===== src/rtl/id_ex_stage.sv =====
// ID/EX pipeline stage: registers decoded operands/control, forwards EX/MEM and MEM/WB
// results onto the ALU operand buses, and handles load-use stalls and branch flushes.
module id_ex_stage (
    input  logic        clk,
    input  logic        rst,
    input  logic        id_valid,
    input  logic [4:0]  id_rs,
    input  logic [4:0]  id_rt,
    input  logic [31:0] id_rd_data1,
    input  logic [31:0] id_rd_data2,
    input  logic [31:0] id_imm,
    input  logic        id_alu_src,
    input  logic [3:0]  id_alu_control,
    input  logic [4:0]  id_dest,
    input  logic        id_reg_write,
    input  logic        id_mem_read,
    input  logic        ex_flush,
    input  logic        exmem_reg_write,
    input  logic [4:0]  exmem_dest,
    input  logic [31:0] exmem_result,
    input  logic        memwb_reg_write,
    input  logic [4:0]  memwb_dest,
    input  logic [31:0] memwb_result,
    output logic [31:0] Read_data1,
    output logic [31:0] Read_data2,
    output logic [3:0]  ALU_Control,
    output logic        ex_valid,
    output logic        ex_reg_write,
    output logic        ex_mem_read,
    output logic [4:0]  ex_dest,
    output logic [31:0] ex_store_data,
    output logic        stall
);

    logic        valid_q, valid_d;
    logic [4:0]  rs_q, rs_d;
    logic [4:0]  rt_q, rt_d;
    logic [31:0] a_q, a_d;
    logic [31:0] b_q, b_d;
    logic [31:0] imm_q, imm_d;
    logic        alu_src_q, alu_src_d;
    logic [3:0]  alu_control_q, alu_control_d;
    logic [4:0]  dest_q, dest_d;
    logic        reg_write_q, reg_write_d;
    logic        mem_read_q, mem_read_d;

    logic        hz;
    logic        load_id;
    logic [31:0] fwd_a;
    logic [31:0] fwd_b;

    always_comb begin
        hz = valid_q & mem_read_q & (dest_q != 5'd0) & id_valid &
             ((dest_q == id_rs) | (dest_q == id_rt));
        load_id = ~ex_flush & ~hz & id_valid;
    end

    // Anything other than a clean capture of a valid instruction becomes an all-zero bubble.
    always_comb begin
        valid_d       = 1'b0;
        rs_d          = 5'd0;
        rt_d          = 5'd0;
        a_d           = 32'd0;
        b_d           = 32'd0;
        imm_d         = 32'd0;
        alu_src_d     = 1'b0;
        alu_control_d = 4'd0;
        dest_d        = 5'd0;
        reg_write_d   = 1'b0;
        mem_read_d    = 1'b0;
        if (load_id) begin
            valid_d       = 1'b1;
            rs_d          = id_rs;
            rt_d          = id_rt;
            a_d           = id_rd_data1;
            b_d           = id_rd_data2;
            imm_d         = id_imm;
            alu_src_d     = id_alu_src;
            alu_control_d = id_alu_control;
            dest_d        = id_dest;
            reg_write_d   = id_reg_write;
            mem_read_d    = id_mem_read;
            // The register file is read before WB commits, so bypass the write in flight.
            if (memwb_reg_write && (memwb_dest != 5'd0) && (memwb_dest == id_rs)) begin
                a_d = memwb_result;
            end
            if (memwb_reg_write && (memwb_dest != 5'd0) && (memwb_dest == id_rt)) begin
                b_d = memwb_result;
            end
        end
    end

    always_ff @(posedge clk or posedge rst) begin
        if (rst) begin
            valid_q       <= 1'b0;
            rs_q          <= 5'd0;
            rt_q          <= 5'd0;
            a_q           <= 32'd0;
            b_q           <= 32'd0;
            imm_q         <= 32'd0;
            alu_src_q     <= 1'b0;
            alu_control_q <= 4'd0;
            dest_q        <= 5'd0;
            reg_write_q   <= 1'b0;
            mem_read_q    <= 1'b0;
        end else begin
            valid_q       <= valid_d;
            rs_q          <= rs_d;
            rt_q          <= rt_d;
            a_q           <= a_d;
            b_q           <= b_d;
            imm_q         <= imm_d;
            alu_src_q     <= alu_src_d;
            alu_control_q <= alu_control_d;
            dest_q        <= dest_d;
            reg_write_q   <= reg_write_d;
            mem_read_q    <= mem_read_d;
        end
    end

    // EX/MEM is the younger result, so it wins over MEM/WB.
    always_comb begin
        if (exmem_reg_write && (exmem_dest != 5'd0) && (exmem_dest == rs_q)) begin
            fwd_a = exmem_result;
        end else if (memwb_reg_write && (memwb_dest != 5'd0) && (memwb_dest == rs_q)) begin
            fwd_a = memwb_result;
        end else begin
            fwd_a = a_q;
        end
        if (exmem_reg_write && (exmem_dest != 5'd0) && (exmem_dest == rt_q)) begin
            fwd_b = exmem_result;
        end else if (memwb_reg_write && (memwb_dest != 5'd0) && (memwb_dest == rt_q)) begin
            fwd_b = memwb_result;
        end else begin
            fwd_b = b_q;
        end
    end

    assign Read_data1    = fwd_a;
    assign Read_data2    = alu_src_q ? imm_q : fwd_b;
    assign ex_store_data = fwd_b;
    assign ALU_Control   = alu_control_q;
    assign ex_valid      = valid_q;
    assign ex_reg_write  = reg_write_q;
    assign ex_mem_read   = mem_read_q;
    assign ex_dest       = dest_q;
    assign stall         = hz & ~ex_flush;

endmodule


===== config.mk =====
export PLATFORM = sky130hd
export DESIGN_NAME = id_ex_stage
export DESIGN_NICKNAME = d
export VERILOG_FILES = /design/src/rtl/id_ex_stage.sv
export SDC_FILE = /design/constraint.sdc
export NUM_CORES = 1
export LEC_CHECK = 0
export BUFFER_PORTS_ARGS = -buffer_cell sky130_fd_sc_hd__clkbuf_2
export CORE_MARGIN = 8
export CORE_UTILIZATION = 40
export DETAILED_ROUTE_END_ITERATION = 7
export PLACE_DENSITY = 0.7
export RECOVER_POWER = 25
export SLEW_MARGIN = 20
export SYNTH_ARGS = -nofsm -noshare
export SYNTH_HDL_FRONTEND = slang
export SYNTH_SLANG_ARGS = --single-unit

===== constraint.sdc =====
create_clock -name clk -period 6.78 [get_ports clk]
set_input_delay 0.678 -clock clk [delete_from_list [all_inputs] [get_ports clk]]
set_output_delay 0.678 -clock clk [all_outputs]
set_load 0.01 [all_outputs]

# After elaboration in Yosys (flattened, before gate mapping)
# Cells that the tools add are included.
dict set report totals {
  wordCells 58
  regBits 119
  latchBits 0
  in_bits 198
  output_inout_bits 109
  romBits 0
  mem_bits_rw 0
  memories 0
}
dict set report op_classes {
  n_eq_ne 8
  div_mod_pow 0
  reduce_logical 11
  mul 0
  n_lt_le_gt_ge 0
  addsub 0
  shift 0
  n_bitwise 10
  n_mux 18
}
# operator count
set op_table {}
lappend op_table {{$mux 32} 10}
lappend op_table {{$eq 5x5->1} 8}
lappend op_table {{$mux 5} 3}
lappend op_table {{$reduce_bool 5->1} 3}
lappend op_table {{$logic_and 1x1->1} 8}
lappend op_table {{$and 1x1->1} 7}
lappend op_table {{$mux 1} 4}
lappend op_table {{$mux 4} 1}
lappend op_table {{$not 1->1} 2}
lappend op_table {{$or 1x1->1} 1}

# Longest topological paths before layout
dict set report logic_depth {
  depth_word 8
  depth_mapped 8
  mapped_depth_nobuf 6
}

# Worst setup path after synthesis
# OpenSTA, ideal clock, no wires.
dict set report synth_timing {
  path_type {input-to-output}
  start {in memwb_dest[3]}
  end {out Read_data2[30]}
  cell_stages 7
  required_ps 6102
  path_slack_ps 3736
  n_path_buf 2
  t_arrival_ps 2366
  cell_sequence {buf_2 xor2_1 nor4b_2 clkbuf_1 nand3_1 a31oi_1 mux2_2}
}
dict set report synth_between {
  elab_chain_cells 6
  elab_cells_between_ends 7
  classes_between {1 x eq/ne; 3 x mux; 3 x reduce/logical}
}
# item line_no
set synth_lines {}
lappend synth_lines {{from (decl)} 22} ;# input logic [4:0] memwb_dest,
lappend synth_lines {{$reduce_bool 5->1} 132} ;# end else if (memwb_reg_write && (memwb_dest != 5'd0) && (memwb_dest == rt_q)) begin
lappend synth_lines {{$logic_and 1x1->1} 132}
lappend synth_lines {{$logic_and 1x1->1 *} 132}
lappend synth_lines {{$mux 32 *} 132}
lappend synth_lines {{$mux 32 *} 130} ;# if (exmem_reg_write && (exmem_dest != 5'd0) && (exmem_dest == rt_q)) begin
lappend synth_lines {{named net ex_store_data[30]} 31} ;# output logic [31:0] ex_store_data,
lappend synth_lines {{$mux 32 *} 140} ;# assign Read_data2 = alu_src_q ? imm_q : fwd_b;
lappend synth_lines {{to (decl)} 25} ;# output logic [31:0] Read_data2,
# The timed path passes the listed nets; every way through them passes the cells marked *.

# Final worst setup path
dict set report layout_timing {
  start {in exmem_dest[1]}
  end {out Read_data2[3]}
}
dict set report layout_between {
  elab_chain_cells 5
  elab_cells_between_ends 6
  classes_between {1 x eq/ne; 2 x mux; 3 x reduce/logical}
}
# item line_no
set layout_lines {}
lappend layout_lines {{from (decl)} 19} ;# input logic [4:0] exmem_dest,
lappend layout_lines {{$reduce_bool 5->1} 130}
lappend layout_lines {{$logic_and 1x1->1} 130}
lappend layout_lines {{$logic_and 1x1->1 *} 130}
lappend layout_lines {{$mux 32 *} 130}
lappend layout_lines {{$mux 32 *} 140}
# Mark *: on every way between the ends. The rest lies on a longest branch, timed or not.

==> results.tsv <==
stage	metric	value	unit
logic_synthesis	yosys.area.top_type_share	0.433	
logic_synthesis	synth_area_leaders	dfrtp_1, mux2i_1, nor2_1	
place	placed_cell_area	0.00854	mm2
worst_setup_path	cp-start-kind	input pin	
place	port_buffers	306	
clock_network	post_cts_buffers	0	
clock_network	clock_path_buffers	2	
pwr	sequentialPowerShare	0.362	
timing	rsz0062_at_grt	false	
die	fp.dieArea	0.0217	mm2
finish	n_antenna_cell	0	
worst_setup_path	path_class	in2out	
worst_setup_path	cp_top_family	simple AND/OR/NAND/NOR gates	
grt	antenna_found_initial	1	
logic_synthesis	syn_avg_cell_area	9.45	um2
worst_setup_path	critPathMaxStageDelay	0.98	ns
worst_setup_path	required	6.10	ns
logic_synthesis	synth_edf_count	0	
grt	grt_usage	0.235	
logic_synthesis	synth_area	0.00688	mm2
clock_network	cts_hold_buf	0	
die	core-area	0.0171	mm2
detailed_routing	initialDrtViolationCount	380	
worst_setup_path	rr_worst_depth	6	
worst_setup_path	cpMaxStageDelayCell	or2_2	
grt	busiest_layer	met2	
clock_network	clk_latency	0.41	ns
clock_network	cts_tree	done	
timing	finalCritPeriodShare	0.636	
grt	grt_use_met3	0.0741	
logic_synthesis	yosys_warnings	0	
worst_setup_path	critPathCaptureType	output pin	
clock_network	cts.sink_count	119	
grt	grt_max_degree	69	
worst_setup_path	crit_chain	clkbuf_2 > or4_4 > o211ai_4 > or2_2 > a31oi_2 > mux2_2 > clkbuf_2	
logic_synthesis	yosys.area.top_type	dfrtp_1	
clock_network	numCtsBuffers	17	
clock_network	cts_resized	0	
pwr	power.density	225	mW/mm2
timing	layout_setup_ws	2.47	ns
grt	first_global_vias	7160	
timing	maxSlewHeadroom	-0.539	
pwr	p_sw	0.000525	W
clock_network	cts_root_buf	clkbuf_16	
timing	max_freq	0.232	GHz
worst_setup_path	timing.rr.start	ex_dest[0]	
timing	hold_ws	0.469	ns
finish	fillers	1593	
worst_setup_path	reg2reg_slack	4.58	ns
logic_synthesis	synth.distinct_cells	35	
detailed_routing	viasPerCell	5.39	
logic_synthesis	syn_inst	728	
place	place_ws	2.08	ns
detailed_routing	ant_nets	0	
timing	slew_viol_final	53	
logic_synthesis	syn_nets	926	
finish	final_util	0.540	
detailed_routing	drt-pass1-iter-count	5	
logic_synthesis	ys_seq_elements	119	
timing	skew	0.00804	ns
detailed_routing	vias	6690	
detailed_routing	drc	0	
min_path	hold_path_depth	2	
grt	grt_pass1_wl	39600	um
status	outcome	complete, but fails checks	
grt	met1_usage	0.258	
timing	setup_violations	0	
finish	drive_above_1_share	0.406	
min_path	hp-class	in2reg	
worst_setup_path	r2r-end	rt_q[2]	
pwr	p_leak	4.31	nW
die	die_x	147	um
grt	grt-ovfl-total	0	
finish	area_growth	33.9	%
pwr	vdd_ir_drop_max	0.162	mV
timing	tightest_slew	2.30	ns
finish	post-route-cell-area	0.00922	mm2
worst_setup_path	cp.arrival	3.63	ns
finish	fin_nets	1201	
logic_synthesis	ys.flop_type	dfrtp_1	
pwr	pwr-share-clk	0.477	
timing	min_period	4.31	ns
worst_setup_path	cp_max_fo	32	
place	gp_congestion	0.921	
logic_synthesis	yosysSeqAreaShare	0.433	
die	start_util	0.403	
logic_synthesis	postSynth.asyncResetShare	1.00	
pwr	internal-power	0.00155	W
die	num_io_pins	307	
worst_setup_path	worst_path_most_repeated_cell	clkbuf_2	
clock_network	clk_pin_slew	0.06	ns
job	max-cap-violations	1	
die	rows	48	
detailed_routing	routed_wl	25900	um
place	dp_hpwl	18900	um
worst_setup_path	path_buf_inv	2	
clock_network	htree_num_levels	4	
pwr	p_comb_frac	0.161	
timing	finalHoldViolCount	0	
grt	met2_usage	0.411	
min_path	min_from	id_imm[23]	
pwr	switching_share	0.253	
status	violations	max-capacitance violations, max-slew violations	
die	die_y	147	um
timing	tns	0	ns
min_path	hold_end	imm_q[23]	
detailed_routing	wl_per_cell	20.9	um
## worst register-to-register path, cell delays in order (launching register included)
cell     delay [ns]
dfrtp_1        0.43
nor3_1         0.24
a21oi_1        0.12
a211o_2        0.36
inv_1          0.30
buf_4          0.45
and2_1         0.22
## synth_stat cells (13+ instances only)
| cell type | count |
|---|---|
| a31oi_1 | 35 |
| a31oi_2 | 29 |
| and2_1 | 54 |
| buf_2 | 24 |
| clkbuf_1 | 34 |
| dfrtp_1 | 119 |
| mux2_2 | 32 |
| mux2i_1 | 64 |
| nand2_1 | 67 |
| nand3_1 | 39 |
| nor2_1 | 98 |
| nor3_1 | 33 |
| o21ai_1 | 31 |
| xnor2_1 | 27 |
| xor2_1 | 13 |
## stage by stage
stage	instances	power, W
after floorplan	728	0.000934
after global placement	1207	0.00109
after detailed placement	1207	0.00110
after CTS	1239	0.00209
after global routing	1241	0.00216
final	1241	0.00208
## power groups by stage
stage | clock, W | sequential [W] | combinational (W)
after global placement | 0 | 0.000764 | 0.000328
after global routing | 0.00104 | 0.000755 | 0.000362
after detailed placement | 0 | 0.000765 | 0.000332
final | 0.000991 | 0.000753 | 0.000334
after CTS | 0.00101 | 0.000753 | 0.000334
after floorplan | 0 | 0.000760 | 0.000174
## cell usage in the layout (no fill, tap or decap), drive strengths merged
cell and instances:
o21a 1, and3 1, o211ai 2, clkinvlp 3, inv 2, a31oi 64
or2 1, a21oi 1, nor4 3, nor4b 1, mux2i 64, nand4 1
nor3 33, xor2 13, o21ai 34, o22ai 1, or4 3, nand3 39
nor2 98, and2 54, bufinv 4, buf 13, mux2 32, xnor2 27
a211o 1, clkbuf 332, or4b 1, nand2 67, dfrtp 119, o211a 1
## layer usage
metal  vias up  part of all wire
li1       3065                 -
met1      3225              0.39
met2       340              0.51
met3        58             0.078
met4         2             0.028
met5         -           0.00031
## state kept, by name (all words and copies together), names as in the netlist
name and cells:
b_q 32, rt_q 5, ex_valid 1, alu_src_q 1
rs_q 5, ex_mem_read 1, imm_q 32, ex_dest 5
ex_reg_write 1, ALU_Control 4, a_q 32
## final cells by class
type	instances	area, um2	share of cell area
multi-input combinational	543	3650	0.396
clock inverter	6	135	0.0147
tap	225	282	0.0305
inverter	3	12.5	0.00136
timing repair buffer	319	1640	0.178
clock buffer	26	519	0.0563
sequential	119	2980	0.323
## logic make-up (layout without fill, tap and decap cells)
kind of cell	Yosys count	count (layout)	synth area share
and+or+nand+nor	302	302	0.207
DFF	119	119	0.433
AOI/OAI and AO/OA	105	105	0.119
muxes	96	96	0.145
buffers and inverters	66	354	0.0442
xor gates and xnor gates	40	40	0.0509
## how the worst max path moves through the flow
| stage | start | end | slack [ns] | cells after the start |
|---|---|---|---|---|
| final | exmem_dest[1] | Read_data2[3] | 2.47 | 7 |
| after global routing | exmem_dest[1] | Read_data2[23] | 2.38 | 7 |
| after CTS | exmem_dest[1] | Read_data2[30] | 2.08 | 7 |
| after detailed placement | exmem_dest[1] | Read_data2[30] | 2.08 | 7 |
| after global placement | exmem_dest[1] | Read_data2[3] | 2.15 | 7 |
| after floorplan | rst | ALU_Control[0] | 2.94 | 1 |
Note: power is estimated with default switching activity, not from simulation.
